## src/rtl/fp_mul_pkg.sv

```systemverilog
// fp32 field layout, result-class flag indices and a classifier shared by the stream multiplier front-end.
package fp_mul_pkg;

    localparam int FP_SIGN_BIT = 31;
    localparam int FP_EXP_MSB  = 30;
    localparam int FP_EXP_LSB  = 23;
    localparam int FP_MANT_MSB = 22;
    localparam int FP_MANT_LSB = 0;

    localparam logic [FP_EXP_MSB-FP_EXP_LSB:0] EXP_ALL_ONES = 8'hFF;

    localparam int FLAG_SUBNORMAL = 0;
    localparam int FLAG_ZERO      = 1;
    localparam int FLAG_INF       = 2;
    localparam int FLAG_NAN       = 3;
    localparam int FLAG_W         = 4;

    typedef logic [FP_SIGN_BIT:0] fp32_t;

    // Returns {nan, inf, zero, subnormal}; the sign bit plays no part in the class.
    function automatic logic [FLAG_W-1:0] fp32_classify(input fp32_t v);
        logic [FP_EXP_MSB-FP_EXP_LSB:0] w_exp;
        logic [FP_MANT_MSB:FP_MANT_LSB] w_mant;
        logic [FLAG_W-1:0]              w_flags;
        w_exp   = v[FP_EXP_MSB:FP_EXP_LSB];
        w_mant  = v[FP_MANT_MSB:FP_MANT_LSB];
        w_flags = '0;
        w_flags[FLAG_NAN]       = (w_exp == EXP_ALL_ONES) && (w_mant != '0);
        w_flags[FLAG_INF]       = (w_exp == EXP_ALL_ONES) && (w_mant == '0);
        w_flags[FLAG_ZERO]      = (w_exp == '0) && (w_mant == '0);
        w_flags[FLAG_SUBNORMAL] = (w_exp == '0) && (w_mant != '0);
        return w_flags;
    endfunction

endpackage

```

## src/rtl/fp_sync_fifo.sv

```systemverilog
// Show-ahead synchronous FIFO: head entry is visible on o_rd_data whenever o_empty is low.
module fp_sync_fifo #(
    parameter int WIDTH = 32,
    parameter int DEPTH = 8
) (
    input  logic                   clk,
    input  logic                   rst,
    input  logic                   i_wr_en,
    input  logic [WIDTH-1:0]       i_wr_data,
    input  logic                   i_rd_en,
    output logic [WIDTH-1:0]       o_rd_data,
    output logic                   o_empty,
    output logic [$clog2(DEPTH):0] o_count
);
    localparam int PTR_W = $clog2(DEPTH);

    logic [WIDTH-1:0] r_mem [DEPTH];
    logic [PTR_W:0]   r_wr_ptr;
    logic [PTR_W:0]   r_rd_ptr;
    logic             w_full;
    logic             w_do_wr;
    logic             w_do_rd;

    // Extra wrap bit on each pointer distinguishes full from empty when the addresses match.
    assign o_empty   = (r_wr_ptr == r_rd_ptr);
    assign w_full    = (r_wr_ptr[PTR_W] != r_rd_ptr[PTR_W]) &&
                       (r_wr_ptr[PTR_W-1:0] == r_rd_ptr[PTR_W-1:0]);
    assign o_count   = r_wr_ptr - r_rd_ptr;
    assign w_do_wr   = i_wr_en && !w_full;
    assign w_do_rd   = i_rd_en && !o_empty;
    assign o_rd_data = r_mem[r_rd_ptr[PTR_W-1:0]];

    always_ff @(posedge clk) begin
        if (w_do_wr) begin
            r_mem[r_wr_ptr[PTR_W-1:0]] <= i_wr_data;
        end
    end

    always_ff @(posedge clk) begin
        if (!rst) begin
            r_wr_ptr <= '0;
            r_rd_ptr <= '0;
        end else begin
            if (w_do_wr) begin
                r_wr_ptr <= r_wr_ptr + 1'b1;
            end
            if (w_do_rd) begin
                r_rd_ptr <= r_rd_ptr + 1'b1;
            end
        end
    end

    a_no_overflow : assert property (@(posedge clk) disable iff (!rst) !(i_wr_en && w_full));

endmodule

```

## src/rtl/fp_mul_stream.sv

```systemverilog
// Valid/ready front-end for a fixed-latency fp32 multiplier core with a credit-guarded result FIFO.
// Optional macro FP_MUL_RESULT_FLAGS_EN adds out_flags {nan, inf, zero, subnormal} per result.
module fp_mul_stream
    import fp_mul_pkg::*;
#(
    parameter int DATA_W     = 32,
    parameter int MUL_LAT    = 3,
    parameter int FIFO_DEPTH = 8
) (
    input  logic              clk,
    input  logic              rst,
    input  logic              in_valid,
    output logic              in_ready,
    input  logic [DATA_W-1:0] in_a,
    input  logic [DATA_W-1:0] in_b,
    output logic              mul_areset,
    output logic [DATA_W-1:0] mul_a,
    output logic [DATA_W-1:0] mul_b,
    input  logic [DATA_W-1:0] mul_q,
    output logic              out_valid,
    input  logic              out_ready,
    output logic [DATA_W-1:0] out_q,
`ifdef FP_MUL_RESULT_FLAGS_EN
    output logic [FLAG_W-1:0] out_flags,
`endif
    output logic              busy
);
    localparam int PTR_W = $clog2(FIFO_DEPTH);
    localparam int CNT_W = PTR_W + 1;
    localparam int SUM_W = CNT_W + 1;
`ifdef FP_MUL_RESULT_FLAGS_EN
    localparam int ENTRY_W = DATA_W + FLAG_W;
`else
    localparam int ENTRY_W = DATA_W;
`endif

    logic               r_mul_areset;
    logic               r_init_done;
    logic [DATA_W-1:0]  r_mul_a;
    logic [DATA_W-1:0]  r_mul_b;
    logic [MUL_LAT:0]   r_tag;
    logic               w_accept;
    logic               w_capture;
    logic               w_pop;
    logic               w_fifo_empty;
    logic [CNT_W-1:0]   w_fifo_count;
    logic [SUM_W-1:0]   w_inflight;
    logic [SUM_W-1:0]   w_used;
    logic [ENTRY_W-1:0] w_wr_entry;
    logic [ENTRY_W-1:0] w_rd_entry;

    // Core reset trails rst by one edge; acceptance opens one edge after the core leaves reset.
    always_ff @(posedge clk) begin
        if (!rst) begin
            r_mul_areset <= 1'b1;
            r_init_done  <= 1'b0;
        end else begin
            r_mul_areset <= 1'b0;
            r_init_done  <= ~r_mul_areset;
        end
    end

    always_ff @(posedge clk) begin
        if (!rst) begin
            r_mul_a <= '0;
            r_mul_b <= '0;
            r_tag   <= '0;
        end else begin
            if (w_accept) begin
                r_mul_a <= in_a;
                r_mul_b <= in_b;
            end
            r_tag <= {r_tag[MUL_LAT-1:0], w_accept};
        end
    end

    // Every accepted pair reserves a FIFO slot until it is popped, so a capture never finds the FIFO full.
    assign w_inflight = SUM_W'($countones(r_tag));
    assign w_used     = SUM_W'(w_fifo_count) + w_inflight;
    assign in_ready   = r_init_done && (w_used < SUM_W'(FIFO_DEPTH));
    assign w_accept   = in_valid && in_ready;
    assign w_capture  = r_tag[MUL_LAT];
    assign out_valid  = ~w_fifo_empty;
    assign w_pop      = out_valid && out_ready;
    assign busy       = (|r_tag) || !w_fifo_empty;

    assign mul_areset = r_mul_areset;
    assign mul_a      = r_mul_a;
    assign mul_b      = r_mul_b;

`ifdef FP_MUL_RESULT_FLAGS_EN
    assign w_wr_entry = {fp32_classify(fp32_t'(mul_q)), mul_q};
    assign out_flags  = w_fifo_empty ? '0 : w_rd_entry[ENTRY_W-1:DATA_W];
`else
    assign w_wr_entry = mul_q;
`endif
    assign out_q      = w_fifo_empty ? '0 : w_rd_entry[DATA_W-1:0];

    fp_sync_fifo #(
        .WIDTH (ENTRY_W),
        .DEPTH (FIFO_DEPTH)
    ) u_fifo (
        .clk       (clk),
        .rst       (rst),
        .i_wr_en   (w_capture),
        .i_wr_data (w_wr_entry),
        .i_rd_en   (w_pop),
        .o_rd_data (w_rd_entry),
        .o_empty   (w_fifo_empty),
        .o_count   (w_fifo_count)
    );

endmodule

```

## config.mk

```make
export PLATFORM = sky130hd
export DESIGN_NAME = fp_mul_stream
export DESIGN_NICKNAME = d
export VERILOG_FILES = /design/src/rtl/fp_mul_pkg.sv /design/src/rtl/fp_sync_fifo.sv /design/src/rtl/fp_mul_stream.sv
export SDC_FILE = /design/constraint.sdc
export NUM_CORES = 1
export LEC_CHECK = 0
export BUFFER_PORTS_ARGS = -buffer_cell sky130_fd_sc_hd__buf_2
export CAP_MARGIN = 10
export CELL_PAD_IN_SITES_DETAIL_PLACEMENT = 1
export CELL_PAD_IN_SITES_GLOBAL_PLACEMENT = 2
export CORE_ASPECT_RATIO = 1.25
export CORE_MARGIN = 5
export CORE_UTILIZATION = 41
export CTS_CLUSTER_SIZE = 24
export DETAILED_ROUTE_END_ITERATION = 6
export GPL_ROUTABILITY_DRIVEN = 0
export PLACE_DENSITY = 0.77
export SYNTH_ARGS = -nofsm -noshare
export SYNTH_HDL_FRONTEND = slang
export SYNTH_SLANG_ARGS = --single-unit
export TNS_END_PERCENT = 5
```

## constraint.sdc

```tcl
create_clock -name clk -period 5.15 [get_ports clk]
set_input_delay 1.2875 -clock clk [delete_from_list [all_inputs] [get_ports clk]]
set_output_delay 1.2875 -clock clk [all_outputs]
set_load 0.02 [all_outputs]
```

; ---- After elaboration in Yosys (flattened, before gate mapping)
; Memory sizes are Yosys's and may differ from the RTL's. A register that Yosys moved wholly into a read port is not among the register bits.
; Cells that the tools add are included.
[word_totals]
regBits = 78
latchBits = 0
mem_bits_rw = 256
romBits = 0
inputBits = 100
out_inout_bits = 100
elab_cells = 37
mem_count = 1
[op_classes]
n_addsub = 7
mul = 0
div_mod_pow = 0
magnitude_cmp = 1
n_eq_ne = 3
shift = 0
mux = 6
n_bitwise = 2
n_reduce_logical = 10
[memory_table]
columns = name, words, width, read_ports, rd_clocked_by_memory_dff, wr, line
row1 = u_fifo.r_mem, 8, 32, 1, 1, 1, fp_sync_fifo.sv:17  ; logic [WIDTH-1:0] r_mem [DEPTH];
[op_table]
columns = operator, count
row1 = $mux 32, 1
row2 = $add 4x1->4 const B, 2
row3 = $logic_and 1x1->1, 6
row4 = $mux 3, 2
row5 = $add 4x3->5, 1
row6 = $lt 5x4->1 const B, 1
row7 = $add 1x1->2, 2
row8 = $eq 4x4->1, 1
row9 = $reduce_or 4->1, 1
row10 = $sub 4x4->4, 1
row11 = $add 2x2->3, 1
row12 = $eq 3x3->1, 1
row13 = $mux 1, 3
row14 = $logic_not 1->1, 2
row15 = $not 1->1, 2
row16 = $logic_or 1x1->1, 1
row17 = $ne 1x1->1, 1

; ---- Logic depth before layout (Yosys ltp)
; Gate-level depths: netlist (run 1).
[logic_depth]
ltp_word = 6
depth_mapped = 11
depth_no_buf = 9

; ---- Hierarchy
; From an unflattened synthesis (run 1), not the netlist that was laid out.
[unflattened]
hier_cells = 788
area_unflattened_um2 = 13508.0
[modules_own_cells]
columns = mod, n_inst, cells_each, area_per_inst_um2, seq_area_each_um2
row1 = fp_sync_fifo, 1, 446, 10410.0, 7907.6
row2 = fp_mul_stream, 1, 342, 3098.0, 1401.3

; ---- Worst setup path before layout (run 1)
; Ideal clock, no wire load.
[synth_timing]
path_kind = reg2reg
from = register u_fifo.r_wr_ptr[1]
to = memory u_fifo.r_mem[0][0] (enable)
setup_time_ps = 461
t_arrival_ps = 3491
required_ps = 4689
setup_slack_ps = 1198
path_stages_with_launch = 6
period_less_slack_ps = 3952
path_cell_list = dfxtp_1 -> ha_1 -> nand3_1 -> o21ai_0 -> nand2b_1 -> nor3_1
[synth_between]
elab_chain_len = 6
[synth_lines]
columns = item, line
row1 = "start, declared", fp_sync_fifo.sv:18  ; logic [PTR_W:0] r_wr_ptr;
row2 = "start signal, assigned", fp_sync_fifo.sv:45  ; r_wr_ptr <= r_wr_ptr + 1'b1;
row3 = $eq 3x3->1, fp_sync_fifo.sv:27  ; (r_wr_ptr[PTR_W-1:0] == r_rd_ptr[PTR_W-1:0]);
row4 = $logic_and 1x1->1, fp_sync_fifo.sv:26  ; assign w_full = (r_wr_ptr[PTR_W] != r_rd_ptr[PTR_W]) &&
row5 = $logic_not 1->1, fp_sync_fifo.sv:29  ; assign w_do_wr = i_wr_en && !w_full;
row6 = $logic_and 1x1->1, fp_sync_fifo.sv:29
row7 = $mux 1, fp_sync_fifo.sv:34  ; if (w_do_wr) begin
row8 = $mux 1 (implied by the code), fp_sync_fifo.sv:35  ; r_mem[r_wr_ptr[PTR_W-1:0]] <= i_wr_data;
row9 = "end, declared", fp_sync_fifo.sv:17
; Parallel ways exist; a longest one is shown, timed or not.

==> impl_results.md, run 1 <==
* Power Total at around 5.5 mW
* Leak Pwr at 5.562 nW
* Grt total ovfl at 0
* N_diodes at 0
* Post-Syn Instances at 779
* Share of cells above drive strength 1 at approximately 34%
* DP Wirelength at 19060 µm
* Vias in the first global route at between 8000 and 9000
* TNS Setup at 0 ns
* Final Critical Period at between 3 and 4 ns
* CTS Buffer Depth at 3
* CTS Hold Buffers Added at 0
* Status: finished clean
* Syn Nets at just under 900
* Worst Skew at slightly below 0.03 ns
* Max Slew Vio Count at 0
* Clk root buf: clkbuf_16
* Unrepaired setup endpoints after global routing: false
* Vias/cell at around 5
* Area after DPL at between 10000 and 15000 µm²
* Crit-path max FO at 32
* DRT Wirelength at around 30000 µm
* Period utilization at 77.32%
* Die height at roughly 210 µm
* Row count at 73
* YS warnings at 0
* Total CTS buffers at 35
* Distinct cells, synth at 32
* Vias at ~7300
* Critical-path cell list: buf_4 > mux4_2 > mux2i_1 > nor2_1 > buf_2
* Die area at approximately 36000 µm²
* Design Area, Final at approximately 16000 µm²
* Worst Path Required at 3.86 ns
* Synth Cell Area at about 13000 µm²
* Initial Util at approximately 41%
* Critical path arrival at around 2.7 ns
* Worst-path clk slew at ~0.06 ns
* Slew Limit Headroom at 36.26%
* Top-level I/O count at 200
* # DRC at 0
* Core Area at 31600 µm²
* Largest net degree at the start of global routing at 66
* Drt wl/cell at 20.90 µm
* Worst-margin pin slew at around 0.95 ns
* CP startpoint kind: flip-flop
* I/O Buffers at 199
* Initial DRC count at about 340
* #FFs+latches synth at approximately 340
* # nets final at between 1000 and 1500
* Clk sinks at around 340
* Drt pass-1 iters at 7
* Syn avg cell area at between 15 and 20 µm²
* Cell area power density at between 300 and 400 nW/µm²
* Sequential fraction of the synthesis area at a little under three quarters
* Maximum clock rate at 0.2511 GHz
* Worst setup EP type: primary output
* Initial antenna violation count at 2
* Hold WC Path Type: flip-flop to flip-flop
* Crit path largest cell delay at about 0.76 ns
* Setup violations, final at 0
* Die W at 169.7 µm
* Post-CTS setup buffer count at 0
* First-pass GRT wire length at ~47000 µm
* Final Hold Violating Endpoints at 0
* Worst-skew pair later-pin latency at between 0.5 and 0.6 ns
* CTS H-Tree Depth at 2
* Area Growth Syn to Fin at 19.60%
* Max Cap Viol at 0
* Post-cts sizing count at 0
* CP max-delay cell: dfxtp_4
* Setup CP Type: flip-flop to primary output
* VDD IR max at ~230 µV
* CTS tree: yes
* Final ANT Viol Nets at 0
* Gr usage total at 16.83%
## cell usage after synthesis
| library cell | n | area share (%) |
|---|---|---|
| xor2_1 | 3 | 0.20 |
| nand2_1 | 130 | 3.7 |
| nand3b_1 | 1 | 0.057 |
| and2_1 | 2 | 0.096 |
| o211ai_1 | 4 | 0.23 |
| clkbuf_1 | 27 | 0.78 |
| dfxtp_1 | 81 | 12 |
| inv_1 | 10 | 0.29 |
| edfxtp_1 | 256 | 59 |
| nand3_1 | 3 | 0.11 |
| buf_4 | 1 | 0.057 |
| a211oi_2 | 1 | 0.096 |
| or3_1 | 1 | 0.048 |
| xor2_2 | 1 | 0.12 |
| ha_1 | 8 | 0.77 |
| buf_6 | 1 | 0.086 |
| mux2i_1 | 98 | 7.5 |
| a21o_1 | 1 | 0.057 |
| o21ai_0 | 3 | 0.11 |
| buf_1 | 3 | 0.086 |
| o31ai_1 | 1 | 0.057 |
| buf_2 | 8 | 0.31 |
| mux4_2 | 64 | 11 |
| nor2_1 | 51 | 1.5 |
| nor3_1 | 2 | 0.077 |
| fa_1 | 2 | 0.31 |
| a211oi_1 | 1 | 0.057 |
| buf_8 | 4 | 0.46 |
| xnor2_1 | 3 | 0.20 |
| a21oi_1 | 4 | 0.15 |
| nand2b_1 | 3 | 0.14 |
| and3_1 | 1 | 0.048 |
## power breakdown
group / internal [mW] / total [mW] / switching [mW]
clock network: 1.33 / 2.35 / 1.01
logic: 0.0780 / 0.205 / 0.127
registers: 2.94 / 2.95 / 0.0126
total: 4.35 / 5.50 / 1.15
## final timing paths
| check | start | to | slack (ns) | depth (start not counted) |
|---|---|---|---|---|
| worst max-delay path | flip-flop | out_q[20] | 1.17 | 5 |
| worst max register to register | u_fifo.r_wr_ptr[1] | u_fifo.r_mem[4][22] | 2.01 | 6 |
| worst min-delay path | mul_areset | r_init_done | 0.42 | 1 |
| worst min register to register | mul_areset | r_init_done | 0.42 | 1 |
## worst max-delay path, delay by kind of cell, from the launching register on
kind,cells,cell delay [ns]
and+or+nand+nor,1,0.07
buffers and inverters,2,0.54
muxes,2,0.76
DFF,1,0.76
## layout make-up
type                    instances  area, µm²
clock buffers                  43      927.1
clock inverters                17      127.6
fillers                      3145      15980
inverters                      10      37.54
multi-input cells             388       3557
flip-flops and latches        337       9315
well taps                     412      515.5
repair buffers                217       1146
## cell families (layout without fill, tap and decap cells)
logic type	after synthesis	count (layout)	share of synthesized area (%)
xor+xnor	7	7	0.5268
compound gates	15	15	0.7662
buf+inv	54	287	2.059
fa+ha+maj	10	10	1.073
mux	162	162	18.54
flops	337	337	71.25
simple gates	194	194	5.784
## cell usage in the layout, fill, tap and decap left out, types with 5 or more instances in the layout
cell type	n
clkbuf_1	7
dfxtp_1	78
buf_4	18
nand2_1	130
mux2i_1	98
clkinv_1	5
nor2_4	7
mux4_2	64
edfxtp_1	256
clkbuf_16	36
buf_2	198
inv_1	10
nor2_1	44
ha_1	8
## layer usage
layer	global-route usage [%]	up-vias	routed length, µm
met2	28.33	256	14560
met1	20.64	3661	11740
met4	4.138	4	562
li1	-	3333	-
met3	6.198	48	2862
met5	0	-	34
## flip-flops by register name, summed over array words and instances (netlist names), named ones only
signal / flops
u_fifo.r_mem: 256
mul_a: 32
mul_b: 32
r_tag: 4
u_fifo.r_rd_ptr: 4
u_fifo.r_wr_ptr: 4
mul_areset: 1
r_init_done: 1
## metrics by stage
| stage | instances | util (%) | hold WS [ns] | setup WS [ns] |
|---|---|---|---|---|
| 2_1_floorplan | 779 | - | 0.4546 | 1.198 |
| 3_3_place_gp | 1364 | 46.11 | 0.3993 | 1.667 |
| 3_5_place_dp | 1364 | 46.11 | 0.4086 | 1.668 |
| 4_1_cts | 1424 | 49.45 | 0.4201 | 1.076 |
| 5_1_grt | 1424 | 49.45 | 0.4547 | 0.9723 |
| 6_report | 1424 | 49.45 | 0.4246 | 1.168 |
(Power assumes the default switching activity.)
==> inputs of run 2 (changes only) <==
--- a/config.mk
+++ b/config.mk
@@ -11,11 +11,11 @@
 export CELL_PAD_IN_SITES_GLOBAL_PLACEMENT = 2
 export CORE_ASPECT_RATIO = 1.25
 export CORE_MARGIN = 5
-export CORE_UTILIZATION = 41
+export CORE_UTILIZATION = 37
 export CTS_CLUSTER_SIZE = 24
 export DETAILED_ROUTE_END_ITERATION = 6
 export GPL_ROUTABILITY_DRIVEN = 0
-export PLACE_DENSITY = 0.77
+export PLACE_DENSITY = 0.73
 export SYNTH_ARGS = -nofsm -noshare
 export SYNTH_HDL_FRONTEND = slang
 export SYNTH_SLANG_ARGS = --single-unit
==> constraint.sdc (replaced) <==
create_clock -name clk -period 3.45 [get_ports clk]
set_input_delay 0.8625 -clock clk [delete_from_list [all_inputs] [get_ports clk]]
set_output_delay 0.8625 -clock clk [all_outputs]
set_load 0.02 [all_outputs]
==> run 2 against run 1 <==
Against the previous run: design area up 3.3%; clock-buffer cell count up 5; register-to-register slack worse by 1.3 ns; critical path depth up 4; clock power up 63%; combinational power up 57%; sequential share of layout area down 1.9 points; utilization down 3.5 points; clock skew down 0.012 ns; via count down 0.16%.
==> impl_results.md, run 2 (synthesis gave the netlist of run 1 again) <==
* Status: finished clean (unchanged)
* Worst R2R Setup Slack at 0.75 ns (was 2.01 ns)
* Clk sinks at 337 (unchanged)
* Largest net degree at the start of global routing at 73 (was 66)
* Maximum clock rate at 0.2974 GHz
* CP max-delay cell: fa_1 (was dfxtp_4)
* Top-level I/O count at 200 (unchanged)
* Share of cells above drive strength 1 at 35.77% (was 33.89%)
* Critical-path cell list: inv_1 > ha_1 > inv_1 > fa_1 > ha_2 > a211oi_2 > o31ai_4 > a21oi_2 > buf_6 (was buf_4 > mux4_2 > mux2i_1 > nor2_1 > buf_2)
* Vias/cell at 4.860 (was 5.128)
* Setup violations, final at 0 (unchanged)
* Area after DPL at 14840 µm² (was 14570 µm²)
* Max reg flops at 256 (unchanged)
* CTS Buffer Depth at 3 (unchanged)
* Layout fillers at 3528 (was 3145)
* Cell area power density at 529.6 nW/µm² (was 352.1 nW/µm²)
* Final ANT Viol Nets at 0 (unchanged)
* Final Hold Violating Endpoints at 0 (unchanged)
* CTS tree: yes (unchanged)
* Die height at 220.1 µm (was 209.6 µm)
* Fin cells at 1500 (was 1424)
* Worst-margin pin slew at 0.8852 ns (was 0.9538 ns)
* # DRC at 0 (unchanged)
* Die W at 178.1 µm (was 169.7 µm)
* Row count at 77 (was 73)
* Commonest non-fill, non-tap cells in the layout: 256 x edfxtp_1, 197 x buf_2, 130 x nand2_1 (was 256 x edfxtp_1, 198 x buf_2, 130 x nand2_1)
* Initial antenna violation count at 4 (was 2)
* Initial DRC count at 370 (was 343)
* Pre-CTS setup slack at 0.3703 ns (was 1.668 ns)
* Worst-path clk slew at 0.06 ns (about the same)
* Critical path arrival at 2.50 ns (was 2.69 ns)
* Leak Pwr at 5.738 nW (was 5.562 nW)
* Crit path largest cell delay at 0.42 ns (was 0.76 ns)
* Slew Limit Headroom at 40.72% (was 36.26%)
* Commonest non-fill, non-tap cell in the layout: edfxtp_1 (unchanged)
* Period utilization at between 90% and 100%
* Drt wl/cell at 20.21 µm (was 20.90 µm)
* Final WS setup at 0.08735 ns (was 1.168 ns)
* Max Cap Viol at 0 (unchanged)
* Worst setup EP type: primary output (unchanged)
* Area Growth Syn to Fin at 23.56% (was 19.60%)
* Drt pass-1 iters at 4 (was 7)
* Worst setup path end: in_ready (was out_q[20])
* Vias at 7290 (was 7302)
* RR Startpoint: u_fifo.r_wr_ptr[0] (was u_fifo.r_wr_ptr[1])
* Initial Util at 37.15% (was 41.34%)
* Cell repeated most along the worst path: inv_1
* Worst R2R End: mul_b[8] (was u_fifo.r_mem[4][22])
* Setup crit start: u_fifo.r_wr_ptr[0]
* Placed insts at 1430 (was 1364)
* Final Critical Period at 3.363 ns
* CP startpoint kind: flip-flop (unchanged)
* # nets final at 1114 (was 1099)
* Total CTS buffers at 36 (was 35)
* Hold WC Path Type: flip-flop to flip-flop (unchanged)
* Reg2reg path depth at 10 (was 6)
* VDD IR max at 329.6 µV (was 228.5 µV)
* Max Slew Vio Count at 0 (unchanged)
* Setup CP Type: flip-flop to primary output (unchanged)
* First-pass GRT wire length at 46840 µm (was 46710 µm)
* Design Area, Final at 16140 µm² (was 15630 µm²)
* Grt total ovfl at 0 (unchanged)
* Worst-skew pair later-pin latency at 0.52 ns (about the same)
* Worst Skew at 0.01805 ns (was 0.02979 ns)
* CTS H-Tree Depth at 2 (unchanged)
* Worst Path Required at 2.59 ns (was 3.86 ns)
* Core Area at 35170 µm² (was 31600 µm²)
* I/O Buffers at 199 (unchanged)
* Vias in the first global route at 8083 (was 8241)
* Clk root buf: clkbuf_16 (unchanged)
* Gr usage total at 15.60% (was 16.83%)
* DP Wirelength at 18960 µm (was 19060 µm)
* DRT Wirelength at 30320 µm (was 29760 µm)
* N_diodes at 0 (unchanged)
* Crit-path max FO at 4 (was 32)
* Power Total at 8.549 mW (was 5.501 mW)
* Die area at 39190 µm² (was 35560 µm²)
## run 2: cell count changes in the layout (fill, tap and decap cells not counted), sizes merged
cell and delta:
clkinvlp -3, buf +14, clkinv -3, inv -1, clkbuf +5, bufinv +2
## run 2: power by group
group / switching, mW / total [mW] / internal, mW / leakage [nW]
logic: 0.197 / 0.321 / 0.125 / 2.21
clock network: 1.52 / 3.82 / 2.31 / 0.568
registers: 0.0169 / 4.40 / 4.39 / 2.96
## run 2: routing by layer
layer / share of wire (%) / GRT usage [%]
met1: 40 / 18.67
met2: 49 / 26.59
met3: 8.3 / 5.731
met4: 2.1 / 4.230
met5: 0.15 / 0
## run 2: layout make-up
class	count	area, µm²	share of cell area [%]
Tap cell	474	593.1	3.674
Multi-Input combinational cell	388	3591	22.24
Clock inverter	12	141.4	0.8758
Clock buffer	48	1028	6.371
Sequential cell	337	9319	57.73
Timing Repair Buffer	231	1433	8.875
Inverter	10	37.54	0.2325
## run 2: worst min-delay path by stage
stage | to | startpoint | slack, ns | cells past startpoint
4_1_cts | r_init_done | mul_areset | 0.42 | 1
5_1_grt | r_init_done | mul_areset | 0.44 | 1
3_3_place_gp | r_init_done | mul_areset | 0.40 | 1
2_1_floorplan | r_tag[3] | r_tag[2] | 0.45 | 1
3_5_place_dp | r_init_done | mul_areset | 0.41 | 1
6_report | r_init_done | mul_areset | 0.41 | 1
## run 2: through the flow
| step | hold WS [ns] | utilization (%) | TNS (ns) |
|---|---|---|---|
| after floorplan | 0.4546 | - | -10.85 |
| final | 0.4138 | 45.91 | 0 |
| after CTS | 0.4229 | 45.66 | -0.06556 |
| after global routing | 0.4416 | 45.91 | -0.02025 |
| after global placement | 0.4023 | 42.19 | 0 |
| after detailed placement | 0.4116 | 42.19 | 0 |
## run 2: repair_timing
action	CTS	global route
pin swaps	1	1
resized for setup	2	9
endpoints found under the setup margin	27	2
hold buffers	0	0
hold endpoints to repair	0	0
setup buffers	4	6
## run 2: critical path: cells and delay by family (launching register included)
kind                       cells  cell delay [ns]
adders and majority gates      3             0.83
AOI/OAI and AO/OA              3             0.55
DFF                            1             0.34
buffers and inverters          3             0.27
